<file path="config.mk">
export PLATFORM = sky130hd
export DESIGN_NAME = mem_port_arbiter
export DESIGN_NICKNAME = d
export VERILOG_FILES = /design/src/rtl/mem_arb_pkg.sv /design/src/rtl/arb_timeout_timer.sv /design/src/rtl/mem_port_arbiter.sv
export SDC_FILE = /design/constraint.sdc
export NUM_CORES = 1
export LEC_CHECK = 0
export CAP_MARGIN = 20
export CORE_MARGIN = 1.5
export CORE_UTILIZATION = 24
export CTS_CLUSTER_SIZE = 25
export DETAILED_ROUTE_END_ITERATION = 6
export GPL_ROUTABILITY_DRIVEN = 0
export GPL_TIMING_DRIVEN = 0
export PLACE_DENSITY = 0.6
export SKIP_LAST_GASP = 1
export SYNTH_ARGS = -nofsm -noshare
export SYNTH_HDL_FRONTEND = slang
export SYNTH_HIERARCHICAL = 1
export SYNTH_SLANG_ARGS = --single-unit
</file>
<file path="constraint.sdc">
create_clock -name clk -period 5.3 [get_ports clk]
set_input_delay 0.53 -clock clk [delete_from_list [all_inputs] [get_ports clk]]
set_output_delay 0.53 -clock clk [all_outputs]
set_load 0.01 [all_outputs]
</file>
<file path="src/rtl/mem_arb_pkg.sv">
// Shared types and constants for the IF/DM memory port arbiter.
// The state encoding is fixed so that IDLE decodes as all zeros.
package mem_arb_pkg;

  localparam int ADDR_W_DEF       = 64;
  localparam int DATA_W_DEF       = 64;
  localparam int STARVE_LIMIT_DEF = 4;
  localparam int TIMEOUT_DEF      = 16;

  localparam logic [2:0] FUNCT3_WORD = 3'b010;

  typedef enum logic [2:0] {
    IDLE    = 3'd0,
    BUSY_IF = 3'd1,
    BUSY_DM = 3'd2,
    RESP_IF = 3'd3,
    RESP_DM = 3'd4
  } arb_state_e;

endpackage

</file>
<file path="src/rtl/arb_timeout_timer.sv">
// Backend watchdog. Loaded on clr and counted down while en is high, so
// expire asserts once TIMEOUT-1 enabled cycles have elapsed since the clear.
module arb_timeout_timer #(
  parameter int TIMEOUT = 16
) (
  input  logic clk,
  input  logic reset,
  input  logic clr,
  input  logic en,
  output logic expire
);

  localparam logic [7:0] LOAD_VAL = 8'(TIMEOUT - 1);

  logic [7:0] count_q;

  always_ff @(posedge clk or negedge reset) begin
    if (!reset) begin
      count_q <= '0;
    end else if (clr) begin
      count_q <= LOAD_VAL;
    end else if (en && (count_q != 8'd0)) begin
      count_q <= count_q - 8'd1;
    end
  end

  assign expire = (count_q == 8'd0);

endmodule

</file>
<file path="src/rtl/mem_port_arbiter.sv">
// Arbitrates one single-ported backend memory between instruction fetch and
// data memory. DM has priority; a grant streak counter lets IF through.
//
// state   | meaning
// --------+-------------------------------------------------------------
// IDLE    | no transaction; grant decision taken here
// BUSY_IF | IF access issued on the backend, waiting for mem_ack/timeout
// BUSY_DM | DM access issued on the backend, waiting for mem_ack/timeout
// RESP_IF | if_ready pulse (bus_err if the access timed out)
// RESP_DM | dm_ready pulse (bus_err if the access timed out)
module mem_port_arbiter
  import mem_arb_pkg::*;
#(
  parameter int ADDR_W       = ADDR_W_DEF,
  parameter int DATA_W       = DATA_W_DEF,
  parameter int STARVE_LIMIT = STARVE_LIMIT_DEF,
  parameter int TIMEOUT      = TIMEOUT_DEF
) (
  input  logic              clk,
  input  logic              reset,
  input  logic              if_req,
  input  logic [ADDR_W-1:0] if_addr,
  output logic [31:0]       if_rdata,
  output logic              if_ready,
  output logic              if_stall,
  input  logic              dm_req,
  input  logic              dm_we,
  input  logic [ADDR_W-1:0] dm_addr,
  input  logic [DATA_W-1:0] dm_wdata,
  input  logic [2:0]        dm_funct3,
  output logic [DATA_W-1:0] dm_rdata,
  output logic              dm_ready,
  output logic              dm_stall,
  output logic              mem_req,
  output logic              mem_we,
  output logic [ADDR_W-1:0] mem_addr,
  output logic [DATA_W-1:0] mem_wdata,
  output logic [2:0]        mem_funct3,
  input  logic              mem_ack,
  input  logic [DATA_W-1:0] mem_rdata,
  output logic              bus_err
);

  localparam logic [3:0] STREAK_MAX = 4'(STARVE_LIMIT);

  arb_state_e        state_q, state_d;
  logic [3:0]        streak_q;
  logic [3:0]        streak_inc;
  logic              busy;
  logic              timer_exp;
  logic              err_q;
  logic              if_ready_q, dm_ready_q;
  logic [31:0]       if_rdata_q;
  logic [DATA_W-1:0] dm_rdata_q;
  logic              mem_req_q, mem_we_q;
  logic [ADDR_W-1:0] mem_addr_q;
  logic [DATA_W-1:0] mem_wdata_q;
  logic [2:0]        mem_funct3_q;

  assign busy       = (state_q == BUSY_IF) || (state_q == BUSY_DM);
  assign streak_inc = (streak_q == STREAK_MAX) ? streak_q : streak_q + 4'd1;

  arb_timeout_timer #(.TIMEOUT(TIMEOUT)) u_timer (
    .clk    (clk),
    .reset  (reset),
    .clr    (state_q == IDLE),
    .en     (busy),
    .expire (timer_exp)
  );

  always_ff @(posedge clk or negedge reset) begin
    if (!reset) state_q <= IDLE;
    else        state_q <= state_d;
  end

  always_comb begin
    state_d = state_q;
    case (state_q)
      IDLE: begin
        if (dm_req && if_req)
          state_d = (streak_q == STREAK_MAX) ? BUSY_IF : BUSY_DM;
        else if (dm_req)
          state_d = BUSY_DM;
        else if (if_req)
          state_d = BUSY_IF;
      end
      // an ack arriving on the expiry cycle still completes normally
      BUSY_IF: if (mem_ack || timer_exp) state_d = RESP_IF;
      BUSY_DM: if (mem_ack || timer_exp) state_d = RESP_DM;
      RESP_IF: state_d = IDLE;
      RESP_DM: state_d = IDLE;
      default: state_d = IDLE;
    endcase
  end

  always_ff @(posedge clk or negedge reset) begin
    if (!reset) begin
      if_ready_q   <= 1'b0;
      dm_ready_q   <= 1'b0;
      err_q        <= 1'b0;
      streak_q     <= '0;
      if_rdata_q   <= '0;
      dm_rdata_q   <= '0;
      mem_req_q    <= 1'b0;
      mem_we_q     <= 1'b0;
      mem_addr_q   <= '0;
      mem_wdata_q  <= '0;
      mem_funct3_q <= '0;
    end else begin
      if_ready_q <= (state_d == RESP_IF);
      dm_ready_q <= (state_d == RESP_DM);
      err_q      <= busy && timer_exp && !mem_ack;

      if (state_q == IDLE) begin
        if (state_d == BUSY_DM) begin
          mem_req_q    <= 1'b1;
          mem_we_q     <= dm_we;
          mem_addr_q   <= dm_addr;
          mem_wdata_q  <= dm_wdata;
          mem_funct3_q <= dm_funct3;
          streak_q     <= if_req ? streak_inc : 4'd0;
        end else if (state_d == BUSY_IF) begin
          mem_req_q    <= 1'b1;
          mem_we_q     <= 1'b0;
          mem_addr_q   <= if_addr;
          mem_wdata_q  <= '0;
          mem_funct3_q <= FUNCT3_WORD;
          streak_q     <= 4'd0;
        end
      end

      if (busy && (mem_ack || timer_exp)) begin
        mem_req_q <= 1'b0;
        if (state_q == BUSY_IF)
          if_rdata_q <= mem_ack ? mem_rdata[31:0] : 32'd0;
        else
          dm_rdata_q <= mem_ack ? mem_rdata : '0;
      end
    end
  end

  assign if_ready   = if_ready_q;
  assign dm_ready   = dm_ready_q;
  assign bus_err    = err_q;
  assign if_rdata   = if_rdata_q;
  assign dm_rdata   = dm_rdata_q;
  assign mem_req    = mem_req_q;
  assign mem_we     = mem_we_q;
  assign mem_addr   = mem_addr_q;
  assign mem_wdata  = mem_wdata_q;
  assign mem_funct3 = mem_funct3_q;
  assign if_stall   = if_req & ~if_ready_q;
  assign dm_stall   = dm_req & ~dm_ready_q;

endmodule
</file>
==> results.sh <==
export IMPL_status="completed"
export IMPL_pin_count=499
export IMPL_rsz0062_at_grt="false"
export IMPL_avgViaCountPerCell=4.76
export IMPL_hold_ws_ps=350
export IMPL_drcViolationCount=0
export IMPL_worst_pin_slew_ps=726
export IMPL_drv_cap=0
export IMPL_first_global_vias=9445
export IMPL_synth_edf_count=0
export IMPL_power_density_mw_per_mm2=618
export IMPL_finalHoldViolCount=0
export IMPL_setup_viol=0
export IMPL_insertion_delay_ps=570
export IMPL_synth_distinct_cells=44
export IMPL_dieArea_mm2=0.0426
export IMPL_cts_inserted_buffers=31
export IMPL_path_class="reg -> reg"
export IMPL_fin_crit_sh_pct=54.3
export IMPL_final_common_cell="clkdlybuf4s50_1"
export IMPL_num_vias=9182
export IMPL_num_rows=74
export IMPL_multi_input_area_mm2=0.00329
export IMPL_layoutNonFillerInstCount=1929
export IMPL_fmax_mhz=348
export IMPL_area_growth_pct=68.2
export IMPL_drtIter0Drc=579
export IMPL_fin_nets=1642
export IMPL_start_util_pct=24.3
export IMPL_syn_area_per_cell_um2=11.8
export IMPL_portBuffers=497
export IMPL_grt_start_max_net_pins=92
export IMPL_antenna_found_initial=0
export IMPL_dp_hpwl_mm=27.8
export IMPL_yosysSeqAreaShare_pct=62.3
export IMPL_grt_usage_pct=17.0
export IMPL_n_fill_cell=3920
export IMPL_dp_cells=1871
export IMPL_diodes=0
export IMPL_crit_required_ps=5780
export IMPL_post_cts_resized=0
export IMPL_syn_inst=840
export IMPL_ir_worst_vdd_uv=300
export IMPL_die_width_um=206
export IMPL_netlist_area_leader_share_pct=62.3
export IMPL_drv_slew=0
export IMPL_clockBufferDepth=3
export IMPL_first_pass_iters=5
export IMPL_cts_sinks=247
export IMPL_h_tree_depth=1
export IMPL_grt_pass1_wl_mm=55.9
export IMPL_synth_top_cell_by_area="dfrtp_1"
export IMPL_fin_setup_tns_ps=0
export IMPL_rrSetupSlack_ps=2420
export IMPL_worstPathMaxFanout=10
export IMPL_ys_warn_count=6
export IMPL_cp_start_kind="flip-flop"
export IMPL_relSlewSlack_pct=51.5
export IMPL_cp_arrival_ps=3360
export IMPL_clk_pin_slew_ps=60
export IMPL_synth_area_leaders="dfrtp_1 (62%), a22o_1 (15%), a31oi_1 (4.0%), a21oi_1 (3.6%), o21ai_0 (3.5%)"
export IMPL_layout_common_cells="clkdlybuf4s50_1 (496), dfrtp_1 (247), a22o_1 (165)"
export IMPL_yosys_register_bits=247
export IMPL_async_reset_ff_share_pct=100
export IMPL_seq_area_mm2=0.00618
export IMPL_yosys_most_used_dff="dfrtp_1"
export IMPL_crit_path_end_kind="flip-flop"
export IMPL_coreArea_mm2=0.0408
export IMPL_syn_nets=1109
export IMPL_synthesis_area_mm2=0.00993
export IMPL_finClkSkew_ps=17.1
export IMPL_routed_wl_mm=38.3
export IMPL_cts_tree="built"
export IMPL_timing_final_crit_period_ps=2880
export IMPL_drive_gt1_share_pct=8.66
export IMPL_cts_root_buf="clkbuf_16"
export IMPL_fp_dieH_um=206
export IMPL_hold_class="in -> reg"
export IMPL_detail_route_antenna_nets=0
export IMPL_overflow=0
export IMPL_wl_per_cell_um=19.8
export IMPL_leakage_uw=0.00701
==> metal layers <==
layer	routed length, um	global-route usage (%)	part of all wire (%)	vias to the layer above
met4	971	4.53	2.5	0
li1	-	-	-	4212
met2	18200	28.3	47	406
met3	3270	5.38	8.5	47
met5	0	0	0	-
met1	15900	21.2	41	4517
==> cell usage after synthesis, types with 2 or more instances <==
cell type / instances
nor2_1: 77
dfrtp_1: 247
nand2b_1: 2
a31oi_1: 64
and3_1: 2
clkbuf_1: 27
nand3_1: 3
nor2b_1: 4
a2111o_1: 2
mux2i_1: 2
a22o_1: 165
or2_2: 3
o21ai_0: 70
inv_1: 9
nand2_1: 3
buf_6: 5
a211oi_1: 2
buf_4: 4
a21oi_1: 72
buf_2: 46
or4_1: 3
a41o_1: 2
ha_1: 4
a32o_1: 2
==> sequential cells by signal, summed over array words and instances (netlist names), 3 cells and up <==
register and cells:
dm_rdata 64, if_rdata 32, mem_addr 64, mem_funct3 3, mem_wdata 64, state_q 3
streak_q 4, u_timer/count_q 8
==> critical path, cell delays in order (launching register included) <==
cell      delay (ps)
dfrtp_1          390
inv_1            110
ha_1             170
nor3b_1          610
and2_1           280
nor2_1            90
a22oi_1          260
buf_4            250
clkbuf_1         330
o21ai_0          150
a21oi_1          150
==> report_power, final <==
part	internal (uW)	total [uW]	switching [uW]	leakage, uW
logic	2550	4950	2400	0.00347
clock network	1310	2160	853	0.000520
registers	2730	3210	481	0.00303
total	6590	10300	3740	0.00701
==> repair_timing <==
item | 4_1_cts | 5_1_grt
buffers inserted | 0 | 0
endpoints found under the hold margin | 71 | 0
hold buffers | 1 | 0
==> worst paths after layout <==
| path | start | to | cells after the start |
|---|---|---|---|
| worst max-delay path | u_timer/count_q[0] | mem_addr[55] | 10 |
| min in group asynchronous | reset | dm_rdata[18] | 2 |
| worst max register to register | u_timer/count_q[0] | mem_addr[55] | 10 |
| worst min register to register | mem_wdata[5] | mem_wdata[5] | 1 |
| max in group asynchronous | reset | mem_addr[27] | 3 |
| worst min-delay path | if_req | streak_q[1] | 2 |
==> cell type report <==
| type | instances | area share [%] |
|---|---|---|
| well taps | 532 | 3.99 |
| plain buffers | 83 | 2.52 |
| clock buffers | 45 | 5.56 |
| repair buffers | 500 | 30.2 |
| flip-flops and latches | 247 | 37.0 |
| multi-input cells | 501 | 19.7 |
| clock inverters | 12 | 0.802 |
| inverters | 9 | 0.202 |
==> cells by family (layout without fill, tap and decap cells) <==
logic type / Yosys count / after routing / share of synthesized area (%)
AO/OA/AOI/OAI: 385 / 385 / 27.1
multiplexers: 2 / 2 / 0.202
adder cells (fa/ha/maj): 4 / 4 / 0.504
XOR/XNOR: 1 / 1 / 0.0882
buffers and inverters: 92 / 649 / 4.59
flip-flops: 247 / 247 / 62.3
AND/OR/NAND/NOR: 109 / 109 / 5.21
==> through the flow <==
stage | setup WS, ps | total power [uW] | area, um^2 | utilization [%]
2_1_floorplan | 3120 | 5520 | 9930 | -
3_3_place_gp | -7420 | 8140 | 15600 | 38.1
3_5_place_dp | 2410 | 8180 | 15600 | 38.3
4_1_cts | 2380 | 10400 | 16700 | 40.9
5_1_grt | 2080 | 11000 | 16700 | 40.9
6_report | 2420 | 10300 | 16700 | 40.9
Note: power is estimated with default switching activity, not from simulation.
==> variant 1, RTL diff (config.mk and constraints unchanged) <==
Reset style: synchronous (`reset`), changed in 3 clocked blocks.
--- a/src/rtl/arb_timeout_timer.sv
+++ b/src/rtl/arb_timeout_timer.sv
@@ -14,7 +14,7 @@
 
   logic [7:0] count_q;
 
-  always_ff @(posedge clk or negedge reset) begin
+  always_ff @(posedge clk) begin
     if (!reset) begin
       count_q <= '0;
     end else if (clr) begin
--- a/src/rtl/mem_port_arbiter.sv
+++ b/src/rtl/mem_port_arbiter.sv
@@ -68,7 +68,7 @@
     .expire (timer_exp)
   );
 
-  always_ff @(posedge clk or negedge reset) begin
+  always_ff @(posedge clk) begin
     if (!reset) state_q <= IDLE;
     else        state_q <= state_d;
   end
@@ -93,7 +93,7 @@
     endcase
   end
 
-  always_ff @(posedge clk or negedge reset) begin
+  always_ff @(posedge clk) begin
     if (!reset) begin
       if_ready_q   <= 1'b0;
       dm_ready_q   <= 1'b0;
Check against the original RTL: differs if reset is asserted again (counterexample within 4 cycles, from zero or initial values and one cycle with reset low); with reset held inactive, the same outputs for 4 cycles.
==> variant 1 against the unedited design <==
Setup slack got worse by 11 ps. Sequential cell count unchanged. Worst hold slack got worse by 25 ps. Utilization increased by 1.8 points. Wire length decreased by 7.3%. Area after synthesis decreased by 13%. Final area decreased by 9.3%. Critical path type unchanged. Largest cell class is now buffers.
Power is not compared: it rests on default switching activity, and its combinational part moved more than twofold at a synthesized area within 25%.
==> variant 1: results (changes against the unedited design) <==
metric;value;unit;change
slowest_delay;480;ps;-130 ps
track_usage;17.7;%;+0.67 points
finClkSkew;13.9;ps;-3.12 ps
hpwlAfterDp;27400;um;-1.7%
synth_nets;1122;;+1.2%
ir_drop;259;uV;
synth_area_leaders;dfxtp_1 57%, a22o_1 16%, nand2_1 6.0%;;
drive_above_1_share;6.14;%;-2.5 points
ctsResizeCount;0;;unchanged
cts-root-buf;clkbuf_16;;
clkTransAtPathRegs;60;ps;about the same
post_cts_buffers;0;;unchanged
antenna_cells;0;;unchanged
crit_family;simple AND/OR/NAND/NOR gates;;
vias;8746;;-4.7%
timing.slew.headroom;34.4;%;-17 points
first_global_vias;8524;;-9.8%
synth_cell_types;51;;+16%
drv_cap;0;;unchanged
clk_latency;550;ps;-20 ps
status;finished clean;;
async_flop_share;0;%;-100 points
p_int;3.80;mW;
io_buffers;496;;-0.20%
drt_iter0_markers;303;;-48%
p_leak;5.76;nW;
arrival;3360;ps;about the same
min_path_type;input pin to flop;;
synth_warnings;6;;unchanged
crit_path_max_fanout;10;;unchanged
dr.pass1.iters;5;;unchanged
synth_common_cells;247 x dfxtp_1, 159 x a22o_1, 138 x nand2_1;;
grt_first_pass_wirelength;50700;um;-9.3%
antenna_found_initial;0;;unchanged
clock_path_buffers;3;;unchanged
grt_max_degree;15;;-84%
cts.htree.levels;1;;unchanged
cp_slowest_cell;or3b_2;;
fin_nets;1649;;+0.43%
drt-wirelength-per-cell;19.1;um;-4.0%
seq_area_frac_synth;57.2;%;-5.1 points
cts_buffers;29;;-6.5%
synth-main-ff-cell;dfxtp_1;;
## variant 1: cell types whose count changed in the layout (fill, tap and decap cells not counted), sizes merged, moves of 4 or more
cell    unedited run  this run
a21oi             72         7
a22o             165       159
a32oi              0         4
buf               59        29
clkbuf            72        87
dfrtp            247         0
dfxtp              0       247
nand2              3       138
nor2              77        16
## variant 1: power by group through the flow
stage | clock network (mW) | logic, mW | registers, mW
finish | 2.01 | 1.10 | 2.10
detailed placement | 0 | 1.11 | 2.14
global placement | 0 | 1.11 | 2.14
global route | 2.14 | 1.20 | 2.12
floorplan | 0 | 0.380 | 2.20
CTS | 2.08 | 1.12 | 2.10
## variant 1: metal layers
layer	wire length [um]	track usage [%]	up-vias	share of wire, %
met5	0	0	-	0
met4	795	4.83	0	2.2
met3	3490	5.60	45	9.8
met2	17200	31.4	359	48
met1	14000	20.2	4114	40
li1	-	-	4228	-
## variant 1: cell families (layout without fill, tap and decap cells)
kind of cell	after synthesis	count (layout)	synth area share (%)
flip-flops	247	247	57.2
adder cells (fa/ha/maj)	4	4	0.579
buffers and inverters	81	629	4.28
multiplexers	4	4	0.463
AO/OA/AOI/OAI	322	322	27.4
AND/OR/NAND/NOR	195	195	10.1
## variant 1: through the flow
stage               hold slack, ps  instance area (um2)  worst slack [ps]  cells  util, %
floorplan                      452                 8640              2960    853        -
global placement               460                14200              2210   1810     40.0
detailed placement             463                14200              2180   1810     40.0
CTS                            283                15100              2410   1862     42.7
global route                   306                15100              2180   1862     42.7
finish                         325                15100              2410   1862     42.7
## variant 1: worst paths after layout
kind	from	end	slack [ps]	cells past startpoint
max reg2reg	u_timer/count_q[0]	mem_addr[22]	2410	12
max	u_timer/count_q[0]	mem_addr[22]	2410	12
min reg2reg	dm_rdata[21]	dm_rdata[21]	480	1
min	if_req	streak_q[1]	330	3
## variant 1: final cells by class
cell class / instances / area, um2
Multi-Input combinational cell: 525 / 3330
Tap cell: 461 / 577
Fill cell: 3533 / 20300
Inverter: 6 / 22.5
Timing Repair Buffer: 496 / 4960
Sequential cell: 247 / 4940
Buffer: 75 / 348
Clock inverter: 11 / 121
Clock buffer: 41 / 841
## variant 1: worst reg2reg max path, cell delays in order, from the launching register on
cell and delay [ps]:
dfxtp_1 340, inv_1 90, ha_1 160, or3b_2 480, nor2_1 260, nor2_1 100, mux2i_1 160, o21ai_1 110
nand3_1 190, buf_2 330, buf_2 320, nand2_1 90, a31oi_1 180
==> variant 2, RTL diff (same flow settings) <==
Made on the original files. Change the package constant `ADDR_W_DEF` from 64 to 96.
--- a/src/rtl/mem_arb_pkg.sv
+++ b/src/rtl/mem_arb_pkg.sv
@@ -2,7 +2,7 @@
 // The state encoding is fixed so that IDLE decodes as all zeros.
 package mem_arb_pkg;
 
-  localparam int ADDR_W_DEF       = 64;
+  localparam int ADDR_W_DEF       = 96;
   localparam int DATA_W_DEF       = 64;
   localparam int STARVE_LIMIT_DEF = 4;
   localparam int TIMEOUT_DEF      = 16;
Ports: changed (resized dm_addr, if_addr and mem_addr); port bits go from 499 to 595. No check against the original RTL was run, so the function may have changed too.
==> variant 2 against the unedited design <==
Via count rose by 14%. Final area up 13%. Wire length increased by 21%. Setup slack got worse by 600 ps. Die area grew 12%. Total power up 14%. Area after synthesis is 12% higher. First-iteration DRC count up 11%. Cell count grew 17%. Sequential cell count increased by 32. Largest cell class unchanged. Highest routed layer is now met5.
==> variant 2: results (changes against the unedited design) <==
metric;value;unit;change
dp_worst_setup_slack;1670;ps;-736 ps
track_usage;19.0;%;+2.0 points
drt_iter0_markers;640;;+11%
synth_area_leaders;dfrtp_1 63%, a22o_1 13%, a21oi_1 9.1%;;
crit_path_max_fanout;10;;unchanged
fin_nets;1968;;+20%
status;finished clean;;
arrival;3940;ps;+580 ps
antenna_found_initial;3;;+3
synth_cells;1002;;+19%
fillers;4400;;+12%
dp.cells;2198;;+17%
seq_area_frac_synth;62.9;%;+0.67 points
vias;10509;;+14%
finClkSkew;26.8;ps;+9.77 ps
worst_pin_slew;1040;ps;+316 ps
io_buffers;594;;+20%
ir_drop;335;uV;+12%
p_sw_share;37.3;%;+1.1 points
grt_max_degree;116;;+26%
drive_above_1_share;6.69;%;-2.0 points
clock_path_buffers;3;;unchanged
min_path_type;flop to flop;;
wl;46500;um;+21%
instances_no_fill;2259;;+17%
dr.pass1.iters;5;;unchanged
hpwlAfterDp;35200;um;+26%
clk_latency;540;ps;-30 ps
synth_nets;1335;;+20%
r2r_setup_slack;1820;ps;-600 ps
cts.htree.levels;2;;+1
synth_cell_types;42;;-4.5%
cts_buffers;34;;+9.7%
grt_first_pass_wirelength;68500;um;+23%
synth_common_cells;279 x dfrtp_1, 202 x a21oi_1, 164 x a22o_1;;
min_period_over_period;65.7;%;+11 points
placed_cell_area;0.0178;mm2;+14%
p_leak;8.11;nW;+16%
## variant 2: cell types whose count changed after synthesis, moves of 3 or more
cell	delta
a21oi_1	+130
nand2_1	+101
dfrtp_1	+32
clkbuf_1	-3
nor2_1	+28
buf_2	-5
a31oi_1	-64
o21ai_0	-62
buf_4	-3
buf_1	+12
## variant 2: final timing paths
| kind | start | end | cells after the start |
|---|---|---|---|
| worst max-delay path | u_timer/count_q[0] | mem_addr[16] | 9 |
| worst min-delay path | mem_wdata[3] | mem_wdata[3] | 1 |
| worst max register to register | u_timer/count_q[0] | mem_addr[16] | 9 |
| worst min register to register | mem_wdata[3] | mem_wdata[3] | 1 |
| max in group asynchronous | reset | mem_addr[22] | 3 |
| min in group asynchronous | reset | mem_wdata[12] | 2 |
## variant 2: logic make-up after synthesis
logic type / count (synthesis) / share of synthesized area [%]
XOR/XNOR: 1 / 0.0790
flip-flops: 279 / 62.9
AO/OA/AOI/OAI: 385 / 23.4
adder cells (fa/ha/maj): 4 / 0.451
AND/OR/NAND/NOR: 241 / 9.21
multiplexers: 2 / 0.180
buffers and inverters: 90 / 3.74
## variant 2: per-layer routing
layer,share of wire [%],wire length (um),GRT usage (%),vias up
li1,-,-,-,4836
met1,38,17700,21.9,5125
met2,49,22800,32.2,472
met3,9.7,4500,7.04,74
met4,3.2,1490,6.90,2
met5,0.028,13,0,-
## variant 2: cell type report
| cell class | count | area share, % |
|---|---|---|
| Clock inverter | 10 | 0.469 |
| Antenna cell | 1 | 0.0132 |
| Inverter | 8 | 0.158 |
| Timing Repair Buffer | 597 | 31.7 |
| Tap cell | 600 | 3.96 |
| Clock buffer | 49 | 5.27 |
| Buffer | 82 | 2.03 |
| Multi-Input combinational cell | 633 | 19.5 |
| Sequential cell | 279 | 36.8 |
## variant 2: critical path: stages (launching register included)
cell and delay [ps]:
dfrtp_1 400, inv_1 100, ha_1 150, nor3b_1 620, and2_1 300, nor4_1 110, a22oi_2 630, clkbuf_1 730
nand2_1 190, a21oi_1 170
## variant 2: what timing repair did
action                    4_1_cts  5_1_grt
hold endpoints to repair       57        0
gates resized for setup         0        0
hold buffers                    1        0
## variant 2: power by group through the flow
stage	clock network [mW]	registers [mW]	logic (mW)
6_report	2.29	3.66	5.79
5_1_grt	2.44	3.77	6.29
4_1_cts	2.36	3.65	5.89
3_5_place_dp	0	3.65	5.87
3_3_place_gp	0	3.65	5.79
2_1_floorplan	0	4.04	2.24
## variant 2: through the flow
step / hold slack, ps / TNS, ps / utilization [%]
after floorplan: 234 / 0 / -
after global placement: 483 / -2450580 / 39.1
after detailed placement: 482 / 0 / 39.2
after CTS: 497 / 0 / 41.7
after global routing: 514 / 0 / 41.7
final: 500 / 0 / 41.7
